### config.mk
export PLATFORM = sky130hd
export DESIGN_NAME = vga_timing_gen_param
export DESIGN_NICKNAME = d
export VERILOG_FILES = /design/src/rtl/vga_timing_gen_param.sv
export SDC_FILE = /design/constraint.sdc
export NUM_CORES = 1
export LEC_CHECK = 0
export BUFFER_PORTS_ARGS = -buffer_cell sky130_fd_sc_hd__buf_2
export CORE_MARGIN = 4
export CORE_UTILIZATION = 59
export DETAILED_ROUTE_END_ITERATION = 8
export PLACE_DENSITY = 0.92
export REMOVE_ABC_BUFFERS = 1
export SLEW_MARGIN = 20
export SYNTH_ARGS = -nofsm -noshare
export SYNTH_HDL_FRONTEND = slang
export SYNTH_SLANG_ARGS = --single-unit
### constraint.sdc
create_clock -name sys_clk -period 3.6 [get_ports sys_clk]
set_input_delay 0.9 -clock sys_clk [delete_from_list [all_inputs] [get_ports sys_clk]]
set_output_delay 0.9 -clock sys_clk [all_outputs]
set_load 0.01 [all_outputs]
### src/rtl/vga_timing_gen_param.sv
// -----------------------------------------------------------------------------
// vga_timing_gen_param
//
// Parametrised VGA timing and test-pattern generator. A clock-enable divider
// derives the pixel rate from sys_clk. Horizontal and vertical counters walk
// the full raster (active + front porch + sync + back porch). On every pixel
// enable the registered outputs load the values for the current (x,y), so the
// outputs trail x/y by one pixel period and hold between enables.
//
// Ports
//   sys_clk      in   system clock
//   sys_rst      in   asynchronous reset, active low
//   mode         in   00 solid, 01 colour bars, 10 checkerboard, 11 external
//   solid_rgb    in   colour used in solid mode, {R,G,B}
//   ext_rgb      in   external pixel for (x,y), sampled on pix_ce
//   x, y         out  current horizontal / vertical counter (request coordinate)
//   pix_ce       out  pixel clock-enable, one sys_clk wide
//   h_sync       out  horizontal sync, active level HS_POL
//   v_sync       out  vertical sync, active level VS_POL
//   de           out  display enable
//   pixel_data   out  RGB pixel, zero outside active video
//   frame_start  out  one sys_clk pulse when pixel (0,0) appears on the outputs
//   frame_cnt    out  completed-frame counter, wraps at 16 bits
// -----------------------------------------------------------------------------
module vga_timing_gen_param #(
    parameter int H_ACTIVE = 640,
    parameter int H_FP     = 16,
    parameter int H_SYNC   = 96,
    parameter int H_BP     = 48,
    parameter int V_ACTIVE = 480,
    parameter int V_FP     = 10,
    parameter int V_SYNC   = 2,
    parameter int V_BP     = 33,
    parameter int CLK_DIV  = 4,
    parameter int COLOR_W  = 4,
    parameter int CHK_LOG2 = 5,
    parameter bit HS_POL   = 1'b0,
    parameter bit VS_POL   = 1'b0
) (
    input  logic                                                 sys_clk,
    input  logic                                                 sys_rst,
    input  logic [1:0]                                           mode,
    input  logic [3*COLOR_W-1:0]                                 solid_rgb,
    input  logic [3*COLOR_W-1:0]                                 ext_rgb,
    output logic [$clog2(H_ACTIVE+H_FP+H_SYNC+H_BP)-1:0]         x,
    output logic [$clog2(V_ACTIVE+V_FP+V_SYNC+V_BP)-1:0]         y,
    output logic                                                 pix_ce,
    output logic                                                 h_sync,
    output logic                                                 v_sync,
    output logic                                                 de,
    output logic [3*COLOR_W-1:0]                                 pixel_data,
    output logic                                                 frame_start,
    output logic [15:0]                                          frame_cnt
);

    localparam int H_TOTAL = H_ACTIVE + H_FP + H_SYNC + H_BP;
    localparam int V_TOTAL = V_ACTIVE + V_FP + V_SYNC + V_BP;
    localparam int HW      = $clog2(H_TOTAL);
    localparam int VW      = $clog2(V_TOTAL);
    localparam int CW      = 3 * COLOR_W;
    localparam int DW      = (CLK_DIV > 1) ? $clog2(CLK_DIV) : 1;
    localparam int BAR_W   = H_ACTIVE / 8;

    localparam logic [DW-1:0] DIV_LAST = DW'(CLK_DIV - 1);
    localparam logic [HW-1:0] H_LAST   = HW'(H_TOTAL - 1);
    localparam logic [HW-1:0] H_ACT_L  = HW'(H_ACTIVE);
    localparam logic [HW-1:0] HS_BEG   = HW'(H_ACTIVE + H_FP);
    localparam logic [HW-1:0] HS_END   = HW'(H_ACTIVE + H_FP + H_SYNC);
    localparam logic [HW-1:0] BAR_LAST = HW'(BAR_W - 1);
    localparam logic [VW-1:0] V_LAST   = VW'(V_TOTAL - 1);
    localparam logic [VW-1:0] V_ACT_L  = VW'(V_ACTIVE);
    localparam logic [VW-1:0] VS_BEG   = VW'(V_ACTIVE + V_FP);
    localparam logic [VW-1:0] VS_END   = VW'(V_ACTIVE + V_FP + V_SYNC);

    logic [DW-1:0] div;
    logic [HW-1:0] hcnt;
    logic [VW-1:0] vcnt;
    logic [HW-1:0] bar_px;      // pixel position inside the current bar
    logic [2:0]    bar_idx;     // current bar number, 0 = white
    logic [1:0]    mode_q;      // mode latched at the start of the frame
    logic          first_done;  // set once the first frame after reset began

    logic          line_end;
    logic          at_origin;
    logic          active;
    logic          hs_on;
    logic          vs_on;
    logic [1:0]    eff_mode;
    logic [CW-1:0] bar_rgb;
    logic [CW-1:0] pattern;

    assign pix_ce = (div == DIV_LAST);
    assign x      = hcnt;
    assign y      = vcnt;

    always_comb begin
        line_end  = (hcnt == H_LAST);
        at_origin = (hcnt == '0) && (vcnt == '0);
        // The origin pixel already uses the freshly sampled mode.
        eff_mode  = at_origin ? mode : mode_q;
        active    = (hcnt < H_ACT_L) && (vcnt < V_ACT_L);
        hs_on     = (hcnt >= HS_BEG) && (hcnt < HS_END);
        vs_on     = (vcnt >= VS_BEG) && (vcnt < VS_END);
        // Bar order white,yellow,cyan,green,magenta,red,blue,black:
        // R clears on idx bit1, G on idx bit2, B on idx bit0.
        bar_rgb   = {{COLOR_W{~bar_idx[1]}}, {COLOR_W{~bar_idx[2]}}, {COLOR_W{~bar_idx[0]}}};
        pattern   = '0;
        case (eff_mode)
            2'b00:   pattern = solid_rgb;
            2'b01:   pattern = bar_rgb;
            2'b10:   pattern = (hcnt[CHK_LOG2] ^ vcnt[CHK_LOG2]) ? {CW{1'b1}} : '0;
            default: pattern = ext_rgb;
        endcase
        if (!active) begin
            pattern = '0;
        end
    end

    always_ff @(posedge sys_clk or negedge sys_rst) begin
        if (!sys_rst) begin
            div         <= '0;
            hcnt        <= '0;
            vcnt        <= '0;
            bar_px      <= '0;
            bar_idx     <= '0;
            mode_q      <= 2'b00;
            first_done  <= 1'b0;
            de          <= 1'b0;
            h_sync      <= ~HS_POL;
            v_sync      <= ~VS_POL;
            pixel_data  <= '0;
            frame_start <= 1'b0;
            frame_cnt   <= '0;
        end else begin
            frame_start <= 1'b0;
            if (pix_ce) begin
                div <= '0;
            end else begin
                div <= div + DW'(1);
            end

            if (pix_ce) begin
                de         <= active;
                h_sync     <= hs_on ? HS_POL : ~HS_POL;
                v_sync     <= vs_on ? VS_POL : ~VS_POL;
                pixel_data <= pattern;

                if (at_origin) begin
                    mode_q      <= mode;
                    frame_start <= 1'b1;
                    // The first frame after reset is not a completed frame.
                    if (first_done) begin
                        frame_cnt <= frame_cnt + 16'd1;
                    end
                    first_done  <= 1'b1;
                end

                if (line_end) begin
                    hcnt    <= '0;
                    bar_px  <= '0;
                    bar_idx <= '0;
                    vcnt    <= (vcnt == V_LAST) ? '0 : vcnt + VW'(1);
                end else begin
                    hcnt <= hcnt + HW'(1);
                    // Bar index tracks hcnt/BAR_W without a divider.
                    if (bar_px == BAR_LAST) begin
                        bar_px  <= '0;
                        bar_idx <= bar_idx + 3'd1;
                    end else begin
                        bar_px  <= bar_px + HW'(1);
                    end
                end
            end
        end
    end

endmodule
==> out/qor.yml <==
stdcell_count: 553
leakage_uw: 0.00210
layout_commonest_cell: "buf_2"
die-height_microns: 87.5
numCtsBuffers: 9
holdWs_ns: 0.452
maxSlewHeadroom_pct: 53.7
cts.sinks: 70
min_delay_worst_endpoint: "div[0]"
grt_use_total_pct: 24.7
total_power_uw: 1630
cp.required_ns: 3.86
hold_depth: 1
place_inst: 537
insertion_delay_ns: 0.36
grt_max_degree: 31
setup_violations: 0
rr_startpoint: "x[0]"
clkTransAtPathRegs_ns: 0.08
worst_setup_path_end_kind: "flop"
nNetsFinal: 509
status: "finished clean"
final_cell_mix: "80 x buf_2, 68 x dfrtp_1, 33 x nor2_1"
cts_tree: "built"
port_buffers: 80
fill_cells: 435
grt_pass1_wl_mm: 15.0
cp_num_buf_inv: 2
num_vias: 3332
ys_top_cells_by_area: "dfrtp_1 46%, or3_1 4.0%, o21ai_0 3.8%"
place_ws_ns: 0.904
reg2reg_depth: 9
path_class: "reg -> reg"
critPathLaunch: "x[0]"
firstDrtPassIters: 4
worst-slew-pin-transition_ns: 0.695
grt_pass1_vias: 3260
fin_crit_ns: 2.53
drt_wl_total_mm: 8.70
syn_inst: 398
wl_per_cell_microns: 15.7
core_sq_um: 6030
ys_async_sr_fraction_pct: 100
rsz0062_at_grt: "no"
r2r_end: "pixel_data[9]"
synth-main-ff-cell: "dfrtp_1"
ys.warnings.count: 0
cts_hold_buf: 0
seq_area_frac_synth_pct: 47.0
drive_gt1_share_pct: 24.7
crit_chain: "inv_1 -> ha_1 -> nor4b_1 -> and4_1 -> and2_1 -> buf_4 -> a31oi_2 -> a31oi_1 -> o32ai_1"
peakVddDrop_mv: 0.269
drv_slew: 0
num_rows: 28
post_cts_buffers: 0
crit_family: "compound AO/OA/AOI/OAI gates"
dp_hpwl_mm: 6.20
dieWidth_microns: 87.5
multi_input_area_sq_um: 1810
yosysTopAreaCell: "dfrtp_1"
p_per_area_nw_per_um2: 371
reg2reg_slack_ns: 1.07
max_stage_delay_ns: 0.48
synth_top_area_share_pct: 45.6
cp.arrival_ns: 2.79
syn-cell-area_sq_um: 3730
drc: 0
diodes: 0
post-route-period-util_pct: 70.3
clock_skew_ns: 0.0127
path_max_fanout: 20
ioPinCount: 81
drtIter0Drc: 173
initial_core_util_pct: 61.9
cts_root_buffer: "clkbuf_8"
hp-class: "reg -> reg"
via_per_inst: 6.03
die_area_sq_um: 7660
finalHoldViolations: 0
synth_seq_cells: 70
cp-start-kind: "flop"
area_growth_pct: 17.9
antenna_found_initial: 0
grt_overflow: 0
avgSynthCellArea_sq_um: 9.37
h-tree-depth: 3
worstHoldStart: "div[0]"
ctsLongestPathBuffers: 2
final_antenna_net_count: 0
finalSetupTns_ns: 0
crit_path_top_delay_cell: "a31oi_2"
layout.area.seq_sq_um: 1750
synth_edf_count: 0
synthDistinctLibCells: 42
gp_congestion: 0.853
cts_resized: 0
worst_slack_ns: 1.07
fmax_mhz: 395
cap_viol_max_count: 0
==> per-stage QoR <==
stage	instance area [sq um]	util, %
after global placement	4160	69.1
after CTS	4390	72.8
final	4400	72.9
after floorplan	3630	-
after detailed placement	4160	69.1
after global routing	4400	72.9
==> power breakdown <==
part / switching [uW] / internal (uW)
Sequential: 8.34 / 798
Combinational: 53.0 / 36.1
Clock: 336 / 400
Total: 397 / 1230
==> sequential cells by signal, indices dropped and copies added, names as in the netlist <==
register,cells
bar_idx,3
bar_px,10
de,1
div,2
first_done,1
frame_cnt,16
frame_start,1
h_sync,1
mode_q,2
pixel_data,12
v_sync,1
x,10
y,10
==> per-layer routing <==
metal / GRT usage, % / share of wire [%]
met4: 10.0 / 1.7
met1: 34.0 / 43
met5: 0 / 0
met2: 37.7 / 47
met3: 5.49 / 7.9
==> cells by family (layout without fill, tap and decap cells) <==
group	Yosys count	after routing	synth area share [%]
AND/OR/NAND/NOR	170	170	24.5
AO/OA/AOI/OAI	74	74	12.5
flip-flops	70	70	47.0
buffers and inverters	41	121	4.63
XOR/XNOR	29	29	6.81
adder cells (fa/ha/maj)	8	8	2.68
multiplexers	6	6	1.78
==> synthesized netlist by cell type (3+ instances only) <==
cell,count
and3_1,11
nand2b_1,3
nor2_1,33
o21ai_0,28
nand3_1,26
and2_1,4
nor3_1,6
a21oi_1,9
dfrtp_1,68
nand4_1,10
ha_1,8
and4_1,3
buf_2,9
mux2_2,5
o32ai_1,12
clkbuf_1,10
xnor2_1,16
nor2b_1,3
or2_2,4
xor2_1,13
a31oi_1,14
o31ai_1,5
inv_1,20
nand2_1,31
or3_1,24
a21o_1,4
==> worst register-to-register path, delay by kind of cell, from the launching register on <==
family                   cells  cell delay (ns)
AO/OA/AOI/OAI                3             0.94
AND/OR/NAND/NOR              3             0.56
flip-flops                   1             0.43
buffers and inverters        2             0.29
adder cells (fa/ha/maj)      1             0.21
==> cell type report <==
type                    count  share of cell area (%)
multi-input cells         287                    41.1
repair buffers             85                    9.96
inverters                  20                    1.71
well taps                  75                    2.13
flip-flops and latches     70                    39.9
clock inverters             7                    2.33
clock buffers               9                    2.82
==> worst max-delay path by stage <==
| stage | end | cells past startpoint |
|---|---|---|
| floorplan | mode_q[0] | 4 |
| CTS | pixel_data[0] | 9 |
| global route | pixel_data[7] | 9 |
| finish | pixel_data[9] | 9 |
| detailed placement | pixel_data[0] | 9 |
| global placement | pixel_data[7] | 9 |
Note: power is estimated with default switching activity, not from simulation.
